### config.mk
export PLATFORM = sky130hd
export DESIGN_NAME = alu_issue_sched
export DESIGN_NICKNAME = d
export VERILOG_FILES = /design/src/rtl/alu_issue_sched.sv
export SDC_FILE = /design/constraint.sdc
export NUM_CORES = 1
export LEC_CHECK = 0
export ABC_CLOCK_PERIOD_IN_PS = 21100
export CORE_AREA = 3 3 311 313
export CTS_CLUSTER_SIZE = 8
export DETAILED_ROUTE_END_ITERATION = 8
export DIE_AREA = 0 0 314 316
export HOLD_SLACK_MARGIN = 0.05
export PLACE_DENSITY_LB_ADDON = 0.25
export SLEW_MARGIN = 20
export SYNTH_ARGS = -nofsm -noshare
export SYNTH_HDL_FRONTEND = slang
export SYNTH_SLANG_ARGS = --single-unit
### constraint.sdc
create_clock -name clk -period 21.1 [get_ports clk]
set_input_delay 4.22 -clock clk [delete_from_list [all_inputs] [get_ports clk]]
set_output_delay 4.22 -clock clk [all_outputs]
set_load 0.01 [all_outputs]
### src/rtl/alu_issue_sched.sv
// ---------------------------------------------------------------------------
// alu_issue_sched
//
// Issue scheduler for the shared ALU. NREQ reservation-station slices each
// present at most one ready entry. The oldest entry is chosen by inst_num,
// using wrap-safe 32-bit ordering. The chosen entry is loaded into a one-deep
// issue stage that feeds the ALU.
//
// Handshake (valid/ready): the stage accepts a new entry when at least one req
// is high, the stage is empty or the ALU is taking the current packet
// (alu_ready), and no flush is active. An accepted entry is signalled by a
// one-hot grant in the same cycle. The requester must drop or replace that
// entry in the following cycle. The issued packet is held, with all issue
// outputs stable, while issue_valid=1 and alu_ready=0.
//
// Optional build macro: ISSUE_STARVE_GUARD_EN
//   When defined, each requester has a saturating wait counter. A requester
//   whose counter reaches STARVE_LIMIT wins ahead of age order; if several
//   are starved, the lowest index wins. When the macro is undefined, no
//   counters exist and selection is purely oldest-first.
//
// Ports
//   clk            : rising-edge clock
//   reset          : asynchronous, active-high; clears all state
//   exception_sig  : synchronous flush
//   mret_sig       : synchronous flush
//   req            : requester i holds a ready entry
//   req_inst_num   : inst_num of requester i, packed {i=NREQ-1..0}
//   req_payload    : packet of requester i, packed {i=NREQ-1..0}
//   grant          : one-hot; entry of requester i is consumed this cycle
//   issue_valid    : issue stage holds a packet (also the stage FSM state)
//   issue_inst_num : inst_num of the issued packet
//   issue_payload  : packet to the ALU
//   issue_src      : index of the winning requester
//   alu_ready      : ALU accepts the issued packet this cycle
// ---------------------------------------------------------------------------
module alu_issue_sched #(
    parameter int NREQ         = 4,
    parameter int PW           = 127,
    parameter int STARVE_LIMIT = 15,
    localparam int SW          = (NREQ > 1) ? $clog2(NREQ) : 1
) (
    input  logic                 clk,
    input  logic                 reset,
    input  logic                 exception_sig,
    input  logic                 mret_sig,
    input  logic [NREQ-1:0]      req,
    input  logic [NREQ*32-1:0]   req_inst_num,
    input  logic [NREQ*PW-1:0]   req_payload,
    output logic [NREQ-1:0]      grant,
    output logic                 issue_valid,
    output logic [31:0]          issue_inst_num,
    output logic [PW-1:0]        issue_payload,
    output logic [SW-1:0]        issue_src,
    input  logic                 alu_ready
);

    localparam logic [0:0] ST_EMPTY = 1'b0;
    localparam logic [0:0] ST_FULL  = 1'b1;

    if (NREQ < 2 || NREQ > 8 || STARVE_LIMIT < 1) begin : g_param_check
        $error("alu_issue_sched: NREQ must be 2..8 and STARVE_LIMIT >= 1");
    end

    logic [0:0]      r_state;
    logic [31:0]     r_inst_num;
    logic [PW-1:0]   r_payload;
    logic [SW-1:0]   r_src;

    logic            w_flush;
    logic            w_accept;
    logic [NREQ-1:0] w_starved;
    logic            w_found;
    logic            w_best_starved;
    logic [SW-1:0]   w_win;
    logic [31:0]     w_best_inst;
    logic [31:0]     w_diff;

    assign w_flush  = exception_sig | mret_sig;
    // Reset gating keeps grant low while reset is held, even if req is high.
    assign w_accept = (|req) && ((r_state == ST_EMPTY) || alu_ready) && !w_flush && !reset;

`ifdef ISSUE_STARVE_GUARD_EN
    localparam int CW = ($clog2(STARVE_LIMIT + 1) > 4) ? $clog2(STARVE_LIMIT + 1) : 4;
    logic [CW-1:0] r_wait [NREQ];

    always_ff @(posedge clk or posedge reset) begin
        if (reset) begin
            for (int i = 0; i < NREQ; i++) r_wait[i] <= '0;
        end else begin
            for (int i = 0; i < NREQ; i++) begin
                if (w_flush || !req[i] || grant[i]) begin
                    r_wait[i] <= '0;
                end else if (r_wait[i] != CW'(STARVE_LIMIT)) begin
                    r_wait[i] <= r_wait[i] + 1'b1;
                end
            end
        end
    end

    always_comb begin
        w_starved = '0;
        for (int i = 0; i < NREQ; i++) w_starved[i] = (r_wait[i] == CW'(STARVE_LIMIT));
    end
`else
    assign w_starved = '0;
`endif

    // Linear scan in index order. A later requester replaces the current
    // best only when it is strictly better, so ties go to the lowest index.
    // A starved requester beats any non-starved one. Two starved requesters
    // never replace each other, so the lowest starved index wins.
    always_comb begin
        w_found        = 1'b0;
        w_best_starved = 1'b0;
        w_win          = '0;
        w_best_inst    = '0;
        w_diff         = '0;
        for (int i = 0; i < NREQ; i++) begin
            // Wrap-safe age compare: candidate older when (cand - best) < 0.
            w_diff = req_inst_num[i*32 +: 32] - w_best_inst;
            if (req[i]) begin
                if (!w_found
                    || (w_starved[i] && !w_best_starved)
                    || (!w_starved[i] && !w_best_starved && w_diff[31])) begin
                    w_found        = 1'b1;
                    w_win          = SW'(i);
                    w_best_inst    = req_inst_num[i*32 +: 32];
                    w_best_starved = w_starved[i];
                end
            end
        end
    end

    always_comb begin
        grant = '0;
        for (int i = 0; i < NREQ; i++) grant[i] = w_accept && (w_win == SW'(i));
    end

    // Stage FSM. Flush has priority, then a new accept, then draining.
    always_ff @(posedge clk or posedge reset) begin
        if (reset) begin
            r_state    <= ST_EMPTY;
            r_inst_num <= '0;
            r_payload  <= '0;
            r_src      <= '0;
        end else if (w_flush) begin
            r_state <= ST_EMPTY;
        end else if (w_accept) begin
            r_state    <= ST_FULL;
            r_inst_num <= w_best_inst;
            r_payload  <= req_payload[w_win*PW +: PW];
            r_src      <= w_win;
        end else if (r_state == ST_FULL && alu_ready) begin
            r_state <= ST_EMPTY;
        end
    end

    assign issue_valid    = (r_state == ST_FULL);
    assign issue_inst_num = r_inst_num;
    assign issue_payload  = r_payload;
    assign issue_src      = r_src;

endmodule

==> run metrics, run 1 <==
result of the run finished, final reports clean; Cell Int Power between 0.001 and 0.0015 W; grt ovf 0; CTS tree yes; ys flop type dfrtp_1; FMAX 0.0526 GHz; Crit path largest cell delay 0.65 ns; vias per std cell 4.50; Tmin final 19.01 ns; Place WS 1.96 ns; RSZ-0062 raised after global routing no; first-pass GRT wire length 122,000 um; die area 99,200 um2; setup TNS 0 ns; net count reported at finish 3,363; final WL 87,300 um; Post-synth EDFFs 0; Synth Instances 1,950; CTS Hold Buffers Added 0; type of destination of the critical path primary output; mean area per synthesized cell 7.51 um2; hpwl dp ~67,000 um; Post-CTS Setup Bufs 0; Critical path origin req[0]; Psw 0.000750 W; Skew-Pair Late Insertion Delay just under 0.5 ns; Placed Area around 24,000 um2; power share of the clock group 17.9%; worst path required time ~17 ns; DRC 0; Worst slew margin between 30% and 40%; CTS clk-pin slew, worst paths 0.08 ns; Synth cell types 58; area delta synth->final 67.7%; Die X 314 um; Synth Warn # 0; cts repair resizes 0; Comb pwr share 54.9%; 1st-pass router iterations 6; synthesis-stage register bit count 162; IO Port Bufs 810; ANT nets after route 0; die height approximately 320 um; H-tree levels 4; # IOs around 810; FF-to-FF End issue_payload[63]$_DFFE_PP0P_; FF-to-FF Start issue_valid$_DFFE_PP0P_; peak fanout along the critical path 47; crit path to grant[3]; syn_nets 2,685; cell mode on critical path a21o_1; Setup CP Type in -> out; worst vdd ir 49.6 uV; maximum root-to-sink buffer count 2; worst reg-to-reg setup slack 17.13 ns; Core Area 94,600 um2; reg2reg path depth 10; CTS Sinks between 150 and 200; Num CTS Buffers 17; count of final max-slew check failures 0; sequential share of the synthesized area 27.7%; Fin. Hold Viols 0; Worst Clk Skew 0.0141 ns; CP Data Arrival Time 14.79 ns; drt initial violations between 1,000 and 1,500; period utilization 90.1%; hold crit path type reg -> reg; Setup violations, final 0; Initial Util 15.5%; DR WL/cell ~22 um; design area 24,500 um2; initial antenna violation count 19; pin count of the biggest net entering global routing 98; Seq pwr share between 20% and 30%; GRT Util Overall 16.7%; critical path startpoint category primary input; layout cell share with drive strength beyond 1 5.98%; number of global-route vias before repair 17,349; Pleak between 9 and 10 nW; measured slew at the worst slew-check pin 1.00 ns; Crit-path slowest cell or4_4; layout filler cell count a little over 10,000; clock root buffer clkbuf_16; Mapped Area 14,600 um2; Max Cap Violations 0; sw frac 39.5%; Rows 113; pwr/cell area 77.2 nW/um2; final worst slack approximately 2.1 ns; RD Place Congestion 0.832; Vias roughly 18,000; Synth async-reset ratio 100%
## flip-flops by register name (all words and copies together), names as in the netlist
signal          count
issue_payload     127
issue_inst_num     32
issue_src           2
issue_valid         1
## cell usage after synthesis (2+ instances only)
cell type | count | area share, %
mux2_2 | 75 | 5.8
xnor2_1 | 4 | 0.24
nand4_1 | 19 | 0.81
a31oi_1 | 95 | 4.1
nor4_1 | 3 | 0.13
dfrtp_1 | 162 | 28
buf_1 | 17 | 0.44
a311oi_1 | 83 | 5.0
a211oi_1 | 2 | 0.10
ha_1 | 90 | 7.7
clkbuf_1 | 146 | 3.7
a311o_1 | 9 | 0.62
o221a_1 | 69 | 5.3
nor3_1 | 72 | 2.5
o21ai_1 | 3 | 0.10
a21boi_0 | 2 | 0.10
nand2_1 | 393 | 10
mux2i_1 | 11 | 0.75
a211o_1 | 2 | 0.12
a32oi_1 | 2 | 0.12
o21ai_0 | 96 | 3.3
nand3_1 | 70 | 2.4
o211ai_1 | 6 | 0.31
or3_1 | 4 | 0.17
inv_1 | 36 | 0.92
o31a_1 | 67 | 4.0
buf_2 | 13 | 0.44
or3b_1 | 2 | 0.12
buf_6 | 7 | 0.54
nor2b_1 | 11 | 0.47
a221oi_1 | 3 | 0.18
o21a_1 | 3 | 0.15
xor2_1 | 3 | 0.18
a21o_1 | 23 | 1.2
nor2_1 | 260 | 6.7
a21oi_1 | 65 | 2.2
## routing by layer
metal | up-vias | GRT usage, % | share of wire (%) | wire, um
met5 | - | 0 | 0.17 | 145
met4 | 22 | 4.56 | 2.1 | 1840
met3 | 81 | 5.99 | 8.2 | 7140
met2 | 625 | 28.5 | 49 | 42600
met1 | 8341 | 19.8 | 41 | 35700
li1 | 8516 | - | - | -
## cell usage in the layout, fill, tap and decap left out, drive strengths merged, types with 3 or more instances in the layout
master | netlist | routed
mux2i | 12 | 12
a21o | 23 | 23
or3 | 4 | 4
nor3 | 72 | 72
diode | 0 | 4
o21ai | 99 | 99
a221oi | 3 | 3
nor2 | 260 | 260
a21oi | 65 | 65
buf | 37 | 33
mux2 | 75 | 75
clkbuf | 146 | 18
a311o | 9 | 9
nand4 | 19 | 19
clkdlybuf4s50 | 0 | 809
o211ai | 7 | 7
nand2 | 393 | 393
o221a | 70 | 70
o21a | 3 | 3
o31a | 67 | 67
nand3 | 70 | 70
xnor2 | 4 | 4
ha | 90 | 90
a311oi | 83 | 83
nor2b | 11 | 11
dfrtp | 162 | 162
a31oi | 96 | 96
xor2 | 3 | 3
inv | 36 | 45
nor4 | 3 | 3
## critical path, delay by kind of cell
| family | cells | cell delay [ns] |
|---|---|---|
| buffers and inverters | 6 | 2.00 |
| AO/OA/AOI/OAI | 18 | 4.25 |
| XOR/XNOR | 1 | 0.21 |
| AND/OR/NAND/NOR | 10 | 2.86 |
| multiplexers | 1 | 0.18 |
| adder cells (fa/ha/maj) | 3 | 0.99 |
## area by class of cell
type                    count  area, um2  area share [%]
well taps                1265       1580            6.45
clock inverters            14        141           0.576
clock buffers              18        439            1.79
flip-flops and latches    162       4050            16.5
inverters                  36        143           0.581
multi-input cells        1569       9810            40.0
repair buffers            842       8370            34.1
diodes                      4       10.0          0.0408
## metrics by stage
stage               total power (W)  utilization (%)  std cells  hold slack (ns)
floorplan                  0.000995                -       1950            0.580
global placement            0.00157             25.3       3873            0.537
detailed placement          0.00157             25.3       3873            0.558
CTS                         0.00193             25.9       3905            0.568
global route                0.00203             25.9       3909            0.580
finish                      0.00190             25.9       3910            0.562
## worst min-delay path by stage
| stage | start | end | slack (ns) | cells past startpoint |
|---|---|---|---|---|
| 2_1_floorplan | issue_src[0]$_DFFE_PP0P_ | issue_src[0]$_DFFE_PP0P_ | 0.58 | 2 |
| 3_3_place_gp | issue_src[0]$_DFFE_PP0P_ | issue_src[0]$_DFFE_PP0P_ | 0.54 | 2 |
| 3_5_place_dp | issue_src[0]$_DFFE_PP0P_ | issue_src[0]$_DFFE_PP0P_ | 0.56 | 2 |
| 4_1_cts | issue_payload[33]$_DFFE_PP0P_ | issue_payload[33]$_DFFE_PP0P_ | 0.57 | 2 |
| 5_1_grt | issue_payload[52]$_DFFE_PP0P_ | issue_payload[52]$_DFFE_PP0P_ | 0.58 | 2 |
| 6_report | issue_payload[33]$_DFFE_PP0P_ | issue_payload[33]$_DFFE_PP0P_ | 0.56 | 2 |
## power by group through the flow
stage / Sequential (W) / Clock [W] / Combinational, W
after CTS: 0.000517 / 0.000357 / 0.00106
final: 0.000516 / 0.000339 / 0.00104
after global routing: 0.000533 / 0.000364 / 0.00113
after detailed placement: 0.000521 / 0 / 0.00105
after global placement: 0.000518 / 0 / 0.00106
after floorplan: 0.000559 / 0 / 0.000436
## logic make-up (layout without fill, tap and decap cells)
| family | after synthesis | after routing | synth area share [%] |
|---|---|---|---|
| other cells | 0 | 4 | 0 |
| xor+xnor | 7 | 7 | 0.419 |
| flops | 162 | 162 | 27.7 |
| mux | 87 | 87 | 6.62 |
| simple gates | 840 | 840 | 23.6 |
| buf+inv | 219 | 910 | 6.09 |
| compound gates | 545 | 545 | 27.9 |
| fa+ha+maj | 90 | 90 | 7.69 |
Note: power is estimated with default switching activity, not from simulation.
==> inputs of run 2 (changes only) <==
--- a/config.mk
+++ b/config.mk
@@ -11,7 +11,7 @@
 export DETAILED_ROUTE_END_ITERATION = 8
 export DIE_AREA = 0 0 314 316
 export HOLD_SLACK_MARGIN = 0.05
-export PLACE_DENSITY_LB_ADDON = 0.25
+export PLACE_DENSITY_LB_ADDON = 0.15
 export SLEW_MARGIN = 20
 export SYNTH_ARGS = -nofsm -noshare
 export SYNTH_HDL_FRONTEND = slang
==> constraint.sdc (replaced) <==
create_clock -name clk -period 21.1 [get_ports clk]
set_input_delay 3.165 -clock clk [delete_from_list [all_inputs] [get_ports clk]]
set_output_delay 3.165 -clock clk [all_outputs]
set_load 0.01 [all_outputs]
==> run metrics, run 2 (synthesis gave the netlist of run 1 again) <==
WP buf/inv 6 (unchanged); IO Port Bufs 810 (unchanged); met3 routed WL 8560 um (was 7140 um); Die X 314 um (unchanged); Max Cap Violations 0 (unchanged); Fin. Hold Viols 0 (unchanged); count of final max-slew check failures 0 (unchanged); H-tree levels 4 (unchanged); max reg flops 127 (unchanged); FMAX 0.0550 GHz (was 0.0526 GHz); delay-heaviest family, CP compound AO/OA/AOI/OAI gates (unchanged); Tmin final 18.19 ns (was 19.01 ns); metal1 wirelength 35,800 um (was 35,700 um); area delta synth->final 67.4% (was 67.7%); period utilization 86.2% (was 90.1%); CTS clk-pin slew, worst paths 0.06 ns (was 0.08 ns); Crit-path slowest cell buf_4 (was or4_4); Initial Util 15.5% (unchanged); GRT Util Overall 18.0% (was 16.7%); Vias 17,970 (was 17,585); worst path required time 17.94 ns (was 16.88 ns); Post-CTS Setup Bufs 0 (unchanged); setup TNS 0 ns (unchanged); worst vdd ir 60.1 uV (was 49.6 uV); die area 99,200 um2 (unchanged); first-pass GRT wire length 131,000 um (was 122,000 um); Crit path largest cell delay 0.75 ns (was 0.65 ns); RSZ-0062 raised after global routing no (unchanged); Hold WS 0.562 ns (about the same); measured slew at the worst slew-check pin 1.08 ns (was 1.00 ns); CTS tree yes (unchanged); CTS Hold Buffers Added 0 (unchanged); most frequent cells in the layout clkdlybuf4s50_1 (809), nand2_1 (391), nor2_1 (260) (unchanged); RD Place Congestion 0.894 (was 0.832); vias per std cell 4.59 (was 4.50); highest metal used met5 (unchanged); Setup violations, final 0 (unchanged); final WL 93,500 um (was 87,300 um); Core Area 94,600 um2 (unchanged); Worst slew margin 28.0% (was 31.7%); pin count of the biggest net entering global routing 105 (was 98); grt ovf 0 (unchanged); clock root buffer clkbuf_16 (unchanged); pwr/cell area 77.4 nW/um2 (was 77.2 nW/um2); number of global-route vias before repair 18,596 (was 17,349); Place WS 2.92 ns (was 1.96 ns); met2 WL 46,900 um (was 42,600 um); layout cell share with drive strength beyond 1 5.62% (was 5.98%); DR WL/cell 23.9 um (was 22.3 um); final worst slack 2.91 ns (was 2.09 ns); CP Data Arrival Time 15.02 ns (was 14.79 ns); Worst Clk Skew 0.0179 ns (was 0.0141 ns); hold crit path type reg -> reg (unchanged); DRC 0 (unchanged); Design Power 0.00190 W (about the same); final design utilization 25.9% (about the same); cts repair resizes 0 (unchanged); # IOs 811 (unchanged); initial antenna violation count 31 (was 19); CTS Sinks 162 (unchanged); type of destination of the critical path primary output (unchanged); Setup CP Type in -> out (unchanged); result of the run finished, final reports clean (unchanged); die height 316 um (unchanged); drt initial violations 1,096 (was 1,165); maximum root-to-sink buffer count 2 (unchanged); Pleak 9.52 nW (was 9.58 nW); commonest non-fill, non-tap cell in the layout clkdlybuf4s50_1 (unchanged); Num CTS Buffers 17 (unchanged); critical path startpoint category primary input (unchanged); Skew-Pair Late Insertion Delay 0.49 ns (about the same); hpwl dp 71,900 um (was 67,100 um); net count reported at finish 3,356 (was 3,363); 1st-pass router iterations 5 (was 6); ANT nets after route 0 (unchanged); peak fanout along the critical path 79 (was 47); Rows 113 (unchanged)
run 2: final cells by class:
| cell class | count | area, um2 |
|---|---|---|
| tap | 1265 | 1580 |
| sequential | 162 | 4050 |
| clock buffer | 21 | 460 |
| fill | 10247 | 70100 |
| timing repair buffer | 835 | 8310 |
| antenna | 15 | 37.5 |
| clock inverter | 10 | 104 |
| inverter | 36 | 143 |
| multi-input combinational | 1569 | 9810 |
run 2: tightest hold or removal path: stages, from the launching register on:
cell      delay, ns
dfrtp_1        0.37
nor2_1         0.10
a311oi_1       0.05
run 2: routing by layer:
layer  vias to the layer above  global-route usage (%)
li1                       8496                       -
met1                      8658                    20.0
met2                       688                    31.7
met3                       106                    7.00
met4                        22                    5.40
met5                         -                       0
run 2: path summary, 6_finish.rpt:
| check | endpoint | slack, ns | startpoint | depth (start not counted) |
|---|---|---|---|---|
| worst max-delay path | grant[3] | 2.91 | req[0] | 33 |
| worst min register to register | issue_payload[14]$_DFFE_PP0P_ | 0.56 | issue_payload[14]$_DFFE_PP0P_ | 2 |
| max in group asynchronous | issue_payload[97]$_DFFE_PP0P_ | 16.60 | reset | 3 |
| worst min-delay path | issue_payload[14]$_DFFE_PP0P_ | 0.56 | issue_payload[14]$_DFFE_PP0P_ | 2 |
| worst max register to register | issue_inst_num[25]$_DFFE_PP0P_ | 16.85 | issue_valid$_DFFE_PP0P_ | 8 |
| min in group asynchronous | issue_valid$_DFFE_PP0P_ | 3.21 | reset | 2 |
run 2: per-stage QoR:
stage          cells  instance area (um2)
2_1_floorplan   1950                14600
3_3_place_gp    3866                23900
3_5_place_dp    3866                23900
4_1_cts         3897                24400
5_1_grt         3910                24500
6_report        3913                24500
run 2: power breakdown:
group,total (W),switching (W),internal (W)
Clock,0.000324,0.000155,0.000169
Combinational,0.00106,0.000510,0.000548
Sequential,0.000514,0.0000867,0.000428
==> inputs of run 3 (changes only) <==
--- a/config.mk
+++ b/config.mk
@@ -5,11 +5,12 @@
 export SDC_FILE = /design/constraint.sdc
 export NUM_CORES = 1
 export LEC_CHECK = 0
+export ABC_AREA = 1
 export ABC_CLOCK_PERIOD_IN_PS = 21100
-export CORE_AREA = 3 3 311 313
+export CORE_AREA = 3 3 314 316
 export CTS_CLUSTER_SIZE = 8
 export DETAILED_ROUTE_END_ITERATION = 8
-export DIE_AREA = 0 0 314 316
+export DIE_AREA = 0 0 317 319
 export HOLD_SLACK_MARGIN = 0.05
 export PLACE_DENSITY_LB_ADDON = 0.15
 export SLEW_MARGIN = 20
==> run metrics, run 3 <==
mean area per synthesized cell 6.10 um2 (was 7.51 um2); FF-to-FF Start issue_valid$_DFFE_PP0P_ (unchanged); IO Port Bufs 810 (unchanged); Synth Warn # 0 (unchanged); Tmin final 16.49 ns (was 18.19 ns); peak fanout along the critical path 101 (was 79); worst reg-to-reg setup slack 17.23 ns (was 16.85 ns); Worst Clk Skew 0.0134 ns (was 0.0179 ns); count of final max-slew check failures 0 (unchanged); syn_nets 3,170 (was 2,685); vias per std cell 4.11 (was 4.59); CP Data Arrival Time 13.32 ns (was 15.02 ns); RSZ-0062 raised after global routing no (unchanged); number of global-route vias before repair 18,267 (was 18,596); Post-synth EDFFs 0 (unchanged); Comb pwr share 53.9% (was 55.8%); Synth Instances 2,435 (was 1,950); pwr/cell area 69.8 nW/um2 (was 77.4 nW/um2); CTS clk-pin slew, worst paths 0.07 ns (was 0.06 ns); first-pass GRT wire length 128,000 um (was 131,000 um); Crit path largest cell delay 0.88 ns (was 0.75 ns); maximum root-to-sink buffer count 2 (unchanged); Design Power 0.00172 W (was 0.00190 W); type of destination of the critical path primary output (unchanged); Setup CP Type in -> out (unchanged); Area contributors post-synth dfrtp_1 (27%), nand2_1 (15%), nand3_1 (12%) (was dfrtp_1 (28%), nand2_1 (10%), ha_1 (7.7%)); Setup violations, final 0 (unchanged); Psw 0.000711 W (was 0.000752 W); worst path required time 17.94 ns (about the same); drt initial violations 1,106 (was 1,096); Vias 18,138 (was 17,970); crit path to grant[1] (was grant[3]); Skew-Pair Late Insertion Delay 0.50 ns (was 0.49 ns); CTS tree yes (unchanged); Die X 317 um (was 314 um); grt ovf 0 (unchanged); ANT nets after route 0 (unchanged); leading area contributor after synthesis dfrtp_1 (unchanged); max reg flops 127 (unchanged); Commonest cells post-synth nand2_1 (586), inv_1 (370), nand3_1 (363) (was nand2_1 (393), nor2_1 (260), dfrtp_1 (162)); Max Cap Violations 0 (unchanged); final std cells w/o fill 4,411 (was 3,913); layout cell share with drive strength beyond 1 4.15% (was 5.62%); 1st-pass router iterations 5 (unchanged); DR WL/cell 20.4 um (was 23.9 um); commonest non-fill, non-tap cell in the layout clkdlybuf4s50_1 (unchanged); FF-to-FF End issue_payload[4]$_DFFE_PP0P_ (was issue_inst_num[25]$_DFFE_PP0P_); GRT Util Overall 17.3% (was 18.0%); sw frac 41.3% (was 39.7%); RD Place Congestion 0.869 (was 0.894); Critical path origin req[0] (unchanged); area delta synth->final 65.7% (was 67.4%); hpwl dp 70,300 um (was 71,900 um); CTS Hold Buffers Added 0 (unchanged); Synth cell types 37 (was 58); cell mode on critical path nand2_1; Mapped Area 14,900 um2 (was 14,600 um2); Crit-path slowest cell buf_4 (unchanged); setup TNS 0 ns (unchanged); clock root buffer clkbuf_16 (unchanged); placed cell count 4,374 (was 3,866); Initial Util 15.4% (was 15.5%); period utilization 78.2% (was 86.2%); # IOs 811 (unchanged); hold path cells 2 (unchanged); ys flop type dfrtp_1 (unchanged); Seq pwr share 26.3% (was 27.1%); H-tree levels 4 (unchanged); layout filler cell count 10,904 (was 10,247); Hold WS 0.480 ns (was 0.562 ns); synthesis-stage register bit count 162 (unchanged); hold crit path type reg -> reg (unchanged); cts repair resizes 0 (unchanged); initial antenna violation count 14 (was 31); register area 4050 um2 (unchanged); die area 101,000 um2 (was 99,200 um2); power share of the clock group 19.8% (was 17.1%); area of the multi-input gates 8690 um2 (was 9810 um2); CTS Sinks 162 (unchanged); FMAX 0.0606 GHz (was 0.0550 GHz); sequential share of the synthesized area 27.3% (was 27.7%); Worst slew margin 25.9% (was 28.0%); most frequent cells in the layout clkdlybuf4s50_1 (809), nand2_1 (586), inv_1 (368) (was clkdlybuf4s50_1 (809), nand2_1 (391), nor2_1 (260)); Synth top area share 27.3% (was 27.7%); measured slew at the worst slew-check pin 1.11 ns (was 1.08 ns); Core Area 96,300 um2 (was 94,600 um2); result of the run finished, final reports clean (unchanged); Rows 114 (was 113); Num CTS Buffers 17 (unchanged); Synth async-reset ratio 100% (unchanged); pin count of the biggest net entering global routing 137 (was 105); die height 319 um (was 316 um); top-count cell post-synth nand2_1 (unchanged); critical path startpoint category primary input (unchanged); final WL 90,200 um (was 93,500 um); Cell Int Power 0.00101 W (was 0.00114 W); worst vdd ir 49.4 uV (was 60.1 uV); DRC 0 (unchanged); reg2reg path depth 11 (was 8); Post-CTS Setup Bufs 0 (unchanged); net count reported at finish 3,852 (was 3,356); Fin. Hold Viols 0 (unchanged); Pleak 11.5 nW (was 9.52 nW)
[run 3: worst min path at each step]
stage / slack, ns / end / startpoint
2_1_floorplan: 0.52 / issue_inst_num[6]$_DFFE_PP0P_ / issue_inst_num[6]$_DFFE_PP0P_
4_1_cts: 0.48 / issue_inst_num[21]$_DFFE_PP0P_ / issue_inst_num[21]$_DFFE_PP0P_
3_5_place_dp: 0.46 / issue_inst_num[1]$_DFFE_PP0P_ / issue_inst_num[1]$_DFFE_PP0P_
6_report: 0.48 / issue_inst_num[21]$_DFFE_PP0P_ / issue_inst_num[21]$_DFFE_PP0P_
3_3_place_gp: 0.46 / issue_inst_num[7]$_DFFE_PP0P_ / issue_inst_num[7]$_DFFE_PP0P_
5_1_grt: 0.51 / issue_inst_num[21]$_DFFE_PP0P_ / issue_inst_num[21]$_DFFE_PP0P_
[run 3: kinds of logic (layout without fill, tap and decap cells)]
kind of cell	count (synthesis)	in the layout	share of synthesized area (%)
AND/OR/NAND/NOR	1380	1380	41.1
buffers and inverters	537	1231	14.6
AO/OA/AOI/OAI	263	263	9.22
flip-flops	162	162	27.3
adder cells (fa/ha/maj)	90	90	7.58
XOR/XNOR	3	3	0.177
other	0	6	0
[run 3: power groups by stage]
stage / clock network, W / logic (W) / registers [W]
after detailed placement: 0 / 0.000943 / 0.000459
after floorplan: 0 / 0.000401 / 0.000498
after global routing: 0.000370 / 0.00102 / 0.000464
final: 0.000341 / 0.000926 / 0.000452
after global placement: 0 / 0.000950 / 0.000456
after CTS: 0.000362 / 0.000947 / 0.000453
[run 3: stage by stage]
step	instance area (um2)	util (%)	worst slack, ns
6_report	24600	25.6	4.61
5_1_grt	24600	25.6	3.58
4_1_cts	24600	25.6	4.24
3_5_place_dp	24000	24.9	4.27
3_3_place_gp	24000	24.9	4.37
2_1_floorplan	14900	-	8.73
[run 3: per-layer routing]
layer	up-vias	GRT usage [%]	part of all wire, %
li1	9151	-	-
met1	8418	20.6	41
met2	508	31.2	51
met3	49	4.20	6.4
met4	12	3.50	1.2
met5	-	0	0.090
[run 3: final cells by class]
| class | instances | share of cell area, % |
|---|---|---|
| repair buffers | 828 | 33.6 |
| diodes | 6 | 0.0610 |
| inverters | 372 | 5.73 |
| clock buffers | 21 | 1.87 |
| flip-flops and latches | 162 | 16.5 |
| well taps | 1276 | 6.49 |
| multi-input cells | 1736 | 35.3 |
| clock inverters | 10 | 0.513 |
[run 3: critical path: cells and delay by family]
| kind | cells | cell delay, ns |
|---|---|---|
| AO/OA/AOI/OAI | 7 | 1.54 |
| AND/OR/NAND/NOR | 24 | 4.66 |
| adder cells (fa/ha/maj) | 3 | 1.00 |
| buffers and inverters | 5 | 2.82 |
